==> src/rtl/coin_change_dispenser.sv <==
// coin_change_dispenser: splits a change amount into 20c/10c/5c coins (largest
// first) and drives one timed eject pulse per coin, with a fixed low gap after
// every pulse. Reports busy/done and flags amounts that are not multiples of 5.
// Optional build macro COIN_TALLY_EN adds saturating per-coin-type counters
// (tally20/tally10/tally5); without it those ports and their logic are absent.
module coin_change_dispenser #(
  parameter int unsigned PULSE_CYCLES = 5_000_000,
  parameter int unsigned GAP_CYCLES   = 5_000_000,
  parameter int unsigned CNT_W        = 23
) (
  input  logic       clk,
  input  logic       reset_n,
  input  logic       start,
  input  logic [5:0] amount,
  output logic       eject20,
  output logic       eject10,
  output logic       eject5,
  output logic       busy,
  output logic       done,
  output logic       remainder_err,
  output logic [5:0] remaining
`ifdef COIN_TALLY_EN
  ,
  output logic [7:0] tally20,
  output logic [7:0] tally10,
  output logic [7:0] tally5
`endif
);

  localparam int unsigned AMT_W   = 6;
  localparam int unsigned COIN_W  = 3;
  localparam logic [CNT_W-1:0] PULSE_LOAD = CNT_W'(PULSE_CYCLES - 1);
  localparam logic [CNT_W-1:0] GAP_LOAD   = CNT_W'(GAP_CYCLES - 1);

  typedef enum logic [2:0] {
    S_IDLE,
    S_SELECT,
    S_PULSE,
    S_GAP,
    S_DONE
  } state_e;

  state_e              state_q;
  logic [CNT_W-1:0]    timer_q;
  logic [COIN_W-1:0]   eject_q;      // {20c, 10c, 5c}, at most one bit set
  logic                busy_q;
  logic                done_q;
  logic                err_q;
  logic [AMT_W-1:0]    remaining_q;

  logic [AMT_W-1:0]    residue_c;
  logic [AMT_W-1:0]    coin_val_c;
  logic [COIN_W-1:0]   coin_oh_c;
  logic                advance_c;
  logic                launch_c;

  // Residue that is discarded when the amount is captured.
  always_comb begin
    residue_c = amount % AMT_W'(5);
  end

  // Largest coin that still fits, and whether a new coin may start this cycle.
  always_comb begin
    coin_val_c = '0;
    coin_oh_c  = '0;
    if (remaining_q >= AMT_W'(20)) begin
      coin_val_c = AMT_W'(20);
      coin_oh_c  = 3'b100;
    end else if (remaining_q >= AMT_W'(10)) begin
      coin_val_c = AMT_W'(10);
      coin_oh_c  = 3'b010;
    end else if (remaining_q >= AMT_W'(5)) begin
      coin_val_c = AMT_W'(5);
      coin_oh_c  = 3'b001;
    end
    advance_c = (state_q == S_SELECT) || ((state_q == S_GAP) && (timer_q == '0));
    launch_c  = advance_c && (coin_oh_c != '0);
  end

  // Sequencer: state, shared pulse/gap timer and all status outputs.
  always_ff @(posedge clk or negedge reset_n) begin
    if (!reset_n) begin
      state_q     <= S_IDLE;
      timer_q     <= '0;
      eject_q     <= '0;
      busy_q      <= 1'b0;
      done_q      <= 1'b0;
      err_q       <= 1'b0;
      remaining_q <= '0;
    end else begin
      case (state_q)
        S_IDLE: begin
          if (start) begin
            remaining_q <= amount - residue_c;
            err_q       <= (residue_c != '0);
            timer_q     <= '0;
            state_q     <= S_SELECT;
          end
        end
        S_SELECT, S_GAP: begin
          if (launch_c) begin
            eject_q     <= coin_oh_c;
            remaining_q <= remaining_q - coin_val_c;
            timer_q     <= PULSE_LOAD;
            busy_q      <= 1'b1;
            state_q     <= S_PULSE;
          end else if (advance_c) begin
            busy_q  <= 1'b1;
            done_q  <= 1'b1;
            timer_q <= '0;
            state_q <= S_DONE;
          end else begin
            timer_q <= timer_q - CNT_W'(1);
          end
        end
        S_PULSE: begin
          if (timer_q == '0) begin
            eject_q <= '0;
            timer_q <= GAP_LOAD;
            state_q <= S_GAP;
          end else begin
            timer_q <= timer_q - CNT_W'(1);
          end
        end
        S_DONE: begin
          busy_q  <= 1'b0;
          done_q  <= 1'b0;
          timer_q <= '0;
          state_q <= S_IDLE;
        end
        default: begin
          state_q <= S_IDLE;
        end
      endcase
    end
  end

  assign eject20       = eject_q[2];
  assign eject10       = eject_q[1];
  assign eject5        = eject_q[0];
  assign busy          = busy_q;
  assign done          = done_q;
  assign remainder_err = err_q;
  assign remaining     = remaining_q;

`ifdef COIN_TALLY_EN
  localparam int unsigned TALLY_W = 8;

  logic [TALLY_W-1:0] tally20_q, tally10_q, tally5_q;
  logic [TALLY_W-1:0] tally20_d, tally10_d, tally5_d;

  // Saturating coin counters, bumped on the edge a pulse starts.
  always_comb begin
    tally20_d = tally20_q;
    tally10_d = tally10_q;
    tally5_d  = tally5_q;
    if (launch_c) begin
      if (coin_oh_c[2] && (tally20_q != '1)) tally20_d = tally20_q + TALLY_W'(1);
      if (coin_oh_c[1] && (tally10_q != '1)) tally10_d = tally10_q + TALLY_W'(1);
      if (coin_oh_c[0] && (tally5_q  != '1)) tally5_d  = tally5_q  + TALLY_W'(1);
    end
  end

  // Tally registers; cleared only by reset.
  always_ff @(posedge clk or negedge reset_n) begin
    if (!reset_n) begin
      tally20_q <= '0;
      tally10_q <= '0;
      tally5_q  <= '0;
    end else begin
      tally20_q <= tally20_d;
      tally10_q <= tally10_d;
      tally5_q  <= tally5_d;
    end
  end

  assign tally20 = tally20_q;
  assign tally10 = tally10_q;
  assign tally5  = tally5_q;
`endif

endmodule

==> config.mk <==
export PLATFORM = sky130hd
export DESIGN_NAME = coin_change_dispenser
export DESIGN_NICKNAME = d
export VERILOG_FILES = /design/src/rtl/coin_change_dispenser.sv
export SDC_FILE = /design/constraint.sdc
export NUM_CORES = 1
export LEC_CHECK = 0
export ABC_AREA = 0
export CAP_MARGIN = 10
export CORE_MARGIN = 2
export CORE_UTILIZATION = 60
export CTS_BUF_LIST = sky130_fd_sc_hd__clkbuf_8
export DETAILED_ROUTE_END_ITERATION = 8
export PLACE_DENSITY = 0.81
export SKIP_LAST_GASP = 1
export SYNTH_ARGS = -nofsm -noshare
export SYNTH_HDL_FRONTEND = slang
export SYNTH_SLANG_ARGS = --single-unit
==> constraint.sdc <==
create_clock -name clk -period 3.7 [get_ports clk]
set_clock_uncertainty 0.1 [all_clocks]
set_input_delay 0.37 -clock clk [delete_from_list [all_inputs] [get_ports clk]]
set_output_delay 0.37 -clock clk [all_outputs]
set_load 0.01 [all_outputs]
# Word-level counts from Yosys, hierarchy flattened
# Cells that the tools add are included.
# W data, S select, Z words.
[totals]
register_bits = 38
output_inout_bits = 12
[op_classes]
n_addsub = 3
div_mod_pow = 1
magnitude_cmp = 3
eq_ne = 10
muxes = 27
n_reduce_logical = 19
[op_table]
columns = ["operator", "count"]
rows = [
  ["$mux W23", 4],
  ["$pmux W23 S4", 1],
  ["$mux W3", 8],
  ["$logic_not A23 Y1", 1],
  ["$sub A23 B1 Y23 const B", 1],
  ["$mux W6", 2],
  ["$pmux W6 S2", 1],
  ["$reduce_and A3 Y1", 4],
  ["$sub A6 B6 Y6", 2],
  ["$ne A2 B2 Y1 const B", 5],
  ["$pmux W3 S3", 1],
  ["$eq A3 B2 Y1 const B", 2],
  ["$ge A6 B3 Y1 const B", 1],
  ["$ge A6 B4 Y1 const B", 1],
  ["$ge A6 B5 Y1 const B", 1],
  ["$mod A6 B3 Y6 const B", 1],
  ["$pmux W3 S2", 1],
  ["$reduce_and A2 Y1", 3],
  ["$reduce_bool A2 Y1", 3],
  ["$reduce_bool A6 Y1", 1],
  ["$mux W5", 1],
  ["$mux W1", 4],
  ["$mux W4", 1],
  ["$pmux W1 S2", 2],
  ["10 further kinds", 11],
]

# Longest topological paths before layout
[depth]
word_depth = 8
mapped_depth = 24
ltp_nobuf = 22

# Worst setup path before layout
# OpenSTA, ideal clock, no wires.
[synth_timing]
path_type = "input to register"
from = "input amount[2]"
to = "register remaining_q[5], in the netlist remaining[5]"
setup_ns = 0.133
t_arrival_ns = 4.727
path_slack_ns = -1.260
cell_stages = 23
n_path_buf = 1
cell_sequence = "buf_2 -> or3b_2 -> nand3_1 -> o31ai_1 -> ha_1 -> or3b_1 -> a21o_1 -> nand3_1 -> xnor2_1 -> ha_1 -> nand2b_1 -> o31ai_2 -> and3_4 -> mux2_2 -> ha_1 -> nor2b_1 -> o21ai_0 -> inv_1 -> or3_1 -> a21oi_1 -> a41oi_1 -> nor4_1 -> nor3b_2"
[synth_via]
elab_chain_len = 4
[synth_lines]
columns = ["element", "line_no", "rtl"]
rows = [
  ["start, declared", "14", "input logic [5:0] amount,"],
  ["$mod A6 B3 Y6", "59", "residue_c = amount % AMT_W'(5);"],
  ["$sub A6 B6 Y6 *", "94", "remaining_q <= amount - residue_c;"],
  ["$mux W6 *", "93", "if (start) begin"],
  ["$pmux W6 S2 *", "91", "case (state_q)"],
  ["end signal, assigned", "94", ""],
  ["end signal, assigned", "103", "remaining_q <= remaining_q - coin_val_c;"],
  ["end, declared", "49", "logic [AMT_W-1:0] remaining_q;"],
]
# Every way passes the cells marked *; elsewhere a longest branch is shown, timed or not. The select of a mux whose other input is x is not followed.
# A chain may end at the register's enable or synchronous reset.

# Worst setup path after layout
[layout_timing]
from = "input amount[2]"
to = "register remaining_q[4], in the netlist remaining[4]"
# Same word-level chain as after synthesis.

==> parameters.txt <==
Parameter                              Value

Global route
  Vias in the first global route ... around 3.3k
  Largest net degree at the start of global routing ... 39
  Antenna violations before repair ... 0
  Global-route congestion overflow total ... 0
  GR Util All Layers ... a little under a third
  First-pass GRT wire length ... around 15 mm

Synthesis
  Async set-reset flop share out of synthesis ... 100%
  Number of distinct library cells after synthesis ... 78
  Post-synth EDFFs ... 0
  Synth Register Bits ... 38
  Post-synthesis instance area ... between 3000 and 4000 um^2
  Mean post-synth cell area ... roughly 8.3 um^2
  Portion of the post-synthesis area used by sequential elements ... ~30%
  Leading register cell type out of synthesis ... dfrtp_1
  Warnings from Yosys ... 0
  Mapped Cells ... approximately 390
  Post-synthesis net count ... ~410

Critical path
  Slowest cell on the critical path ... or3b_4
  Worst EP arrival ... 4600 ps
  Critical path buffer and inverter count ... 3
  R2r endpoint ... remaining[5]
  Setup slack, reg-to-reg ... approximately 390 ps
  Sequence of cells on the critical path ... buf_6, or3b_4, nand3_4, o31ai_4, ha_2, or3b_4, a21o_1, nand3_2, xnor2_2, ha_2, nand2b_4, o31ai_4, and3_4, mux2_4, buf_4, buf_6, fa_2, a21o_1, and2_4, or3_1, a31oi_1
  Nature of the critical path endpoint ... flip-flop
  Stage delay of the slowest cell on the critical path ... 410 ps
  Startpoint of the worst register-to-register path ... remaining[2]
  Critical path startpoint ... amount[2]
  Cell family with most CP delay ... simple AND/OR/NAND/NOR gates
  R2R cell count ... 13
  Largest fanout on the critical path ... 4
  Count of cell instances traversed by the critical path ... 21
  Crit path capture ... remaining[4]
  Category of the most critical setup path ... in -> reg
  Worst setup SP type ... input pin
  Worst endpoint required time ... ~3800 ps

Timing
  Count of final hold-check violations ... 0
  Setup repair after global routing missed its margin ... true
  Minimum setup slack in the final design ... -795 ps
  Slew of the pin with the lowest slew margin ... approximately 870 ps
  Max Slew Vio Count ... 0
  Final period utilization ... 121%
  Total negative slack ... -2740 ps
  Count of endpoints failing setup in the final report ... 5
  Crit path time final ... 4500 ps
  Remaining max-slew budget at the tightest pin ... roughly two fifths
  Top achievable clock speed ... between 0.2 and 0.25 GHz

Pwr
  Clock share of power ... between 10% and 20%
  Net switching power ... roughly 1.1 mW
  Internal portion of total power ... roughly 1.5 mW
  Worst VDD drop ... ~0.47 mV
  Power after layout ... ~2.6 mW
  Proportion of power drawn by flip-flops and latches ... around 30%
  Power density normalized to cell area ... 629 nW/um^2
  Lkg Pwr ... approximately 1.8 nW
  Fraction of power spent switching nets ... 42.8%
  Proportion of power drawn by combinational gates ... between 50% and 60%

Cells and area
  Synth-to-Final Area Change ... 30.4%
  Number of inserted diodes ... 0
  Most common cell after layout, fill and taps aside ... buf_4
  Net count, final ... 483
  Count of placed standard cells in the final layout, fillers left out ... 529
  Commonest non-fill, non-tap cells in the layout ... 51 x buf_4, 38 x dfrtp_1, 37 x a21oi_1
  Finished layout cell area ... roughly 4200 um^2
  Fraction of final layout cells with drive strength greater than 1 ... 25.7%

Routing
  Routed vias/inst ... around 6.5
  Detailed-route wire length ... 9.54 mm
  Detailed Routing Iterations Pass 1 ... 5
  Number of routed nets with antenna violations ... 0
  Drt first-iter violations ... between 300 and 400
  Post-DR wirelength/cell ... between 15 and 20 um
  Remaining routing DRC violations ... 0
  Via total after detailed routing ... between 3k and 4k

Clock tree
  Clock Pin Slew Worst Setup and Hold Paths ... about 80 ps
  CTS Hold Bufs ... 0
  Max H-tree Level ... 2
  Clock Tree Buf Depth ... 2
  Clock sink total ... 38
  Clk Latency, worst-skew pair ... between 200 and 300 ps
  Root buffer selected by CTS ... clkbuf_8
  Clock tree from TritonCTS ... yes
  Total clock buffers created by CTS ... 5

Floorplan
  DIE HEIGHT ... around 77 um
  Area enclosed by the die boundary ... 5960 um^2
  Effective utilization at floorplan ... 62.6%
  Number of rows in the core area ... 26
  Core area ... 5140 um^2
  Top-level port count ... 21
  Chip Width ... 77.2 um

Placement
  Count of input and output buffers ... 20
  Half-perimeter wire length of the detailed placement result ... approximately 6.2 mm
  Placement Cell Area ... around 3800 um^2
  DP Cell Count ... 511
  RePlAce Congestion ... approximately 0.88
  Setup WS pre-CTS ... -1550 ps

Flow run
  Count of maximum capacitance violations ... 0

Run status
  Failing checks ... negative setup slack
  Run status ... finished with violations

Hold path
  Path category of the worst min-delay check ... in -> async
-- metrics by stage --
step / utilization, % / hold slack, ps
2_1_floorplan: - / -25.6
3_3_place_gp: 74.5 / 370
3_5_place_dp: 74.5 / 390
4_1_cts: 79.6 / 108
5_1_grt: 81.6 / 154
6_report: 81.6 / 77.7
-- synthesized netlist by cell type, drive strengths merged, types with 7 or more instances --
cell    count  area [um^2]
nand2      26         97.6
o21ai      22          110
a21oi      39          199
or3         7         53.8
dfrtp      38          951
nand2b      7         43.8
nor2       36          138
buf         8         47.5
nand3       8         45.0
a31oi       8         50.1
xnor2      11          104
nor4       11         90.1
nor3       14         75.1
nor2b      10         62.6
inv        27          101
ha         14          175
-- sequential cells by signal, summed over array words and instances, names as in the netlist --
signal         flops
busy               1
done               1
eject_q            3
remaining          6
state_q            3
timer_q           23
remainder_err      1
-- kinds of logic after synthesis --
group	after synthesis	share of synthesized area [%]
AO/OA/AOI/OAI	117	23.8
adder cells (fa/ha/maj)	16	6.69
XOR/XNOR	17	4.86
buffers and inverters	41	5.64
flip-flops	38	29.6
AND/OR/NAND/NOR	158	28.8
multiplexers	2	0.661
-- worst min-delay path by stage --
| stage | from | endpoint | slack (ps) |
|---|---|---|---|
| final | reset_n | timer_q[22] | 80 |
| after global routing | reset_n | timer_q[22] | 150 |
| after detailed placement | eject_q[1] | eject_q[1] | 390 |
| after global placement | timer_q[22] | timer_q[22] | 370 |
| after floorplan | reset_n | busy | -30 |
| after CTS | reset_n | timer_q[22] | 110 |
-- power by group through the flow --
stage | sequential (mW) | combinational, mW | clock [mW]
3_5_place_dp | 0.773 | 1.19 | 0
4_1_cts | 0.767 | 1.29 | 0.449
2_1_floorplan | 0.738 | 0.837 | 0
6_report | 0.778 | 1.42 | 0.442
5_1_grt | 0.797 | 1.53 | 0.455
3_3_place_gp | 0.762 | 1.15 | 0
-- routing by layer --
metal  global-route usage, %  vias to the layer above  part of all wire (%)
met5                       0                        -                     0
met4                    11.1                        0                   4.0
met3                    3.88                       47                   6.6
met2                    56.3                      190                    50
met1                    36.9                     1616                    39
li1                        -                     1575                     -
-- repair_timing --
| item | 4_1_cts | 5_1_grt |
|---|---|---|
| pin swaps | 22 | 18 |
| endpoints found under the setup margin | 7 | 5 |
| setup buffers | 4 | 6 |
| gates cloned | 0 | 0 |
| gates resized for setup | 33 | 15 |
-- layout make-up --
| type | instances | area [um^2] |
|---|---|---|
| repair buffers | 76 | 637 |
| inverters | 27 | 101 |
| well taps | 70 | 87.6 |
| clock inverters | 2 | 60.1 |
| fillers | 336 | 946 |
| clock buffers | 6 | 82.6 |
| multi-input cells | 310 | 2270 |
| flip-flops and latches | 38 | 951 |
Power figures use the tool's default switching activity.
==> variant, RTL diff (config.mk and constraints unchanged) <==
Set the parameter `CNT_W` to 31 (it was 23).
--- a/src/rtl/coin_change_dispenser.sv
+++ b/src/rtl/coin_change_dispenser.sv
@@ -7,5 +7,5 @@
   parameter int unsigned PULSE_CYCLES = 5_000_000,
   parameter int unsigned GAP_CYCLES   = 5_000_000,
-  parameter int unsigned CNT_W        = 23
+  parameter int unsigned CNT_W        = 31
 ) (
   input  logic       clk,
Formal check against the unedited RTL: no difference found for any inputs over 10 cycles, from zero or initial values and one cycle with reset_n low; that may be too few to reach the edited logic, so the function may still have changed.
==> variant against the unedited design <==
- the run still ends with negative setup slack left
- power grew 23%
- register-to-register slack lost 0.11 ns
- routed wire length shrank 8.7%
- synthesized cell count grew 9.8%
- sequential cell count grew 8
- via count shrank 1.5%
- synthesized area grew 9.8%
- final area grew 2.5%
- worst setup slack gained 0.76 ns
- sequential power grew 18%
- critical path type unchanged
- largest cell class unchanged
==> variant: results (changes against the unedited design) <==
cts:
  insertion_delay_ns: 0.31  # +0.02 ns
  post_cts.resized_instances: 24  # -27%
detailed_routing:
  post_drt_via_cell_ratio: 6.12  # -5.6%
  first_pass_iters: 4  # -1
  drt_first_iter_violations: 157  # -48%
  finalWirelength_um: 8700  # -8.7%
  via_count: 3378  # -1.5%
global_routing:
  grt_max_degree: 47  # +21%
synthesis:
  synthTopCellsByCount: "dfrtp_1 (46), nor2_1 (46), a21oi_1 (45), o21ai_0 (42), nand2_1 (24)"
  avgSynthCellArea_um2: 8.27  # about the same
  synth_nets: 454  # +9.7%
  synth_cell_types: 58  # -26%
  synth_seq_area_share_pct: 32.6  # +3.0 points
  synth_top_cells_by_area: "dfrtp_1 (33%), a21oi_1 (6.4%), o21ai_0 (6.0%), ha_1 (5.7%), nor2_1 (4.9%)"
power_and_ir_drop:
  power.leakage_nw: 1.91  # +4.3%
  p_per_area_nw_per_um2: 752  # +20%
  vdd.ir_drop.worst_mv: 0.601  # +27%
setup_path:
  cp.arrival_ns: 3.79  # -0.81 ns
  crit_family: "compound AO/OA/AOI/OAI gates"
  r2r.worst_path.cells: 9  # -4
finish:
  finalNetCount: 506  # +4.8%
  fillers: 414  # +23%
status:
  violations_in_the_final_reports: "negative setup slack"
  outcome: "finished, violations left"
sta:
  setup_viol_count_final: 2  # -3
  worst_slack_ns: -0.0343  # +0.761 ns
  totalNegativeSetupSlack_ns: -0.0549  # +2.69 ns
placement:
  gp_routability_congestion: 0.891  # +1.6%
  post-place-ws_ns: -1.01  # +0.542 ns
  placedInstanceArea_um2: 4140  # +7.9%
  dpl.cell_count: 540  # +5.7%
-- variant: worst reg2reg max path: stages, from the launching register on --
cell and delay (ns):
dfrtp_1 0.40, or3_4 0.42, or3_4 0.36, or4_4 0.52, or2_1 0.34, and2_4 0.25, nor2_4 0.14, a21oi_1 0.26
o32ai_1 0.41, a21oi_1 0.07
-- variant: power by group --
part           internal, mW  switching, mW  total, mW
clock network         0.131          0.186      0.317
registers             0.691          0.225      0.916
logic                 0.908           1.09       2.00
total                  1.73           1.50       3.23
-- variant: final timing paths --
check	start	to	slack, ns
setup / recovery	amount[4]	remaining[5]	-0.03
hold / removal	reset_n	timer_q[7]	0.13
setup reg to reg	timer_q[16]	remaining[5]	0.28
hold reg to reg	timer_q[30]	timer_q[30]	0.38
max in group asynchronous	reset_n	state_q[0]	2.73
min in group clk	timer_q[30]	timer_q[30]	0.38
-- variant: area by class of cell --
type                            count  area share [%]
Clock inverter                      3           0.408
Timing Repair Buffer               67            13.1
Tap cell                           72            2.10
Sequential cell                    46            26.8
Clock buffer                        5            1.60
Inverter                           22            2.21
Multi-Input combinational cell    337            53.8
-- variant: cell families after synthesis --
| logic type | share of synthesized area [%] |
|---|---|
| AO/OA/AOI/OAI | 26.2 |
| adder cells (fa/ha/maj) | 7.08 |
| flip-flops | 32.6 |
| buffers and inverters | 5.95 |
| AND/OR/NAND/NOR | 21.8 |
| multiplexers | 2.09 |
| XOR/XNOR | 4.22 |
-- variant: metal layers --
metal	wire [um]	GRT usage (%)	share of wire, %
met2	4320	48.5	50
met3	309	4.61	3.6
met4	123	9.66	1.4
met5	0	0	0
met1	3950	38.8	45
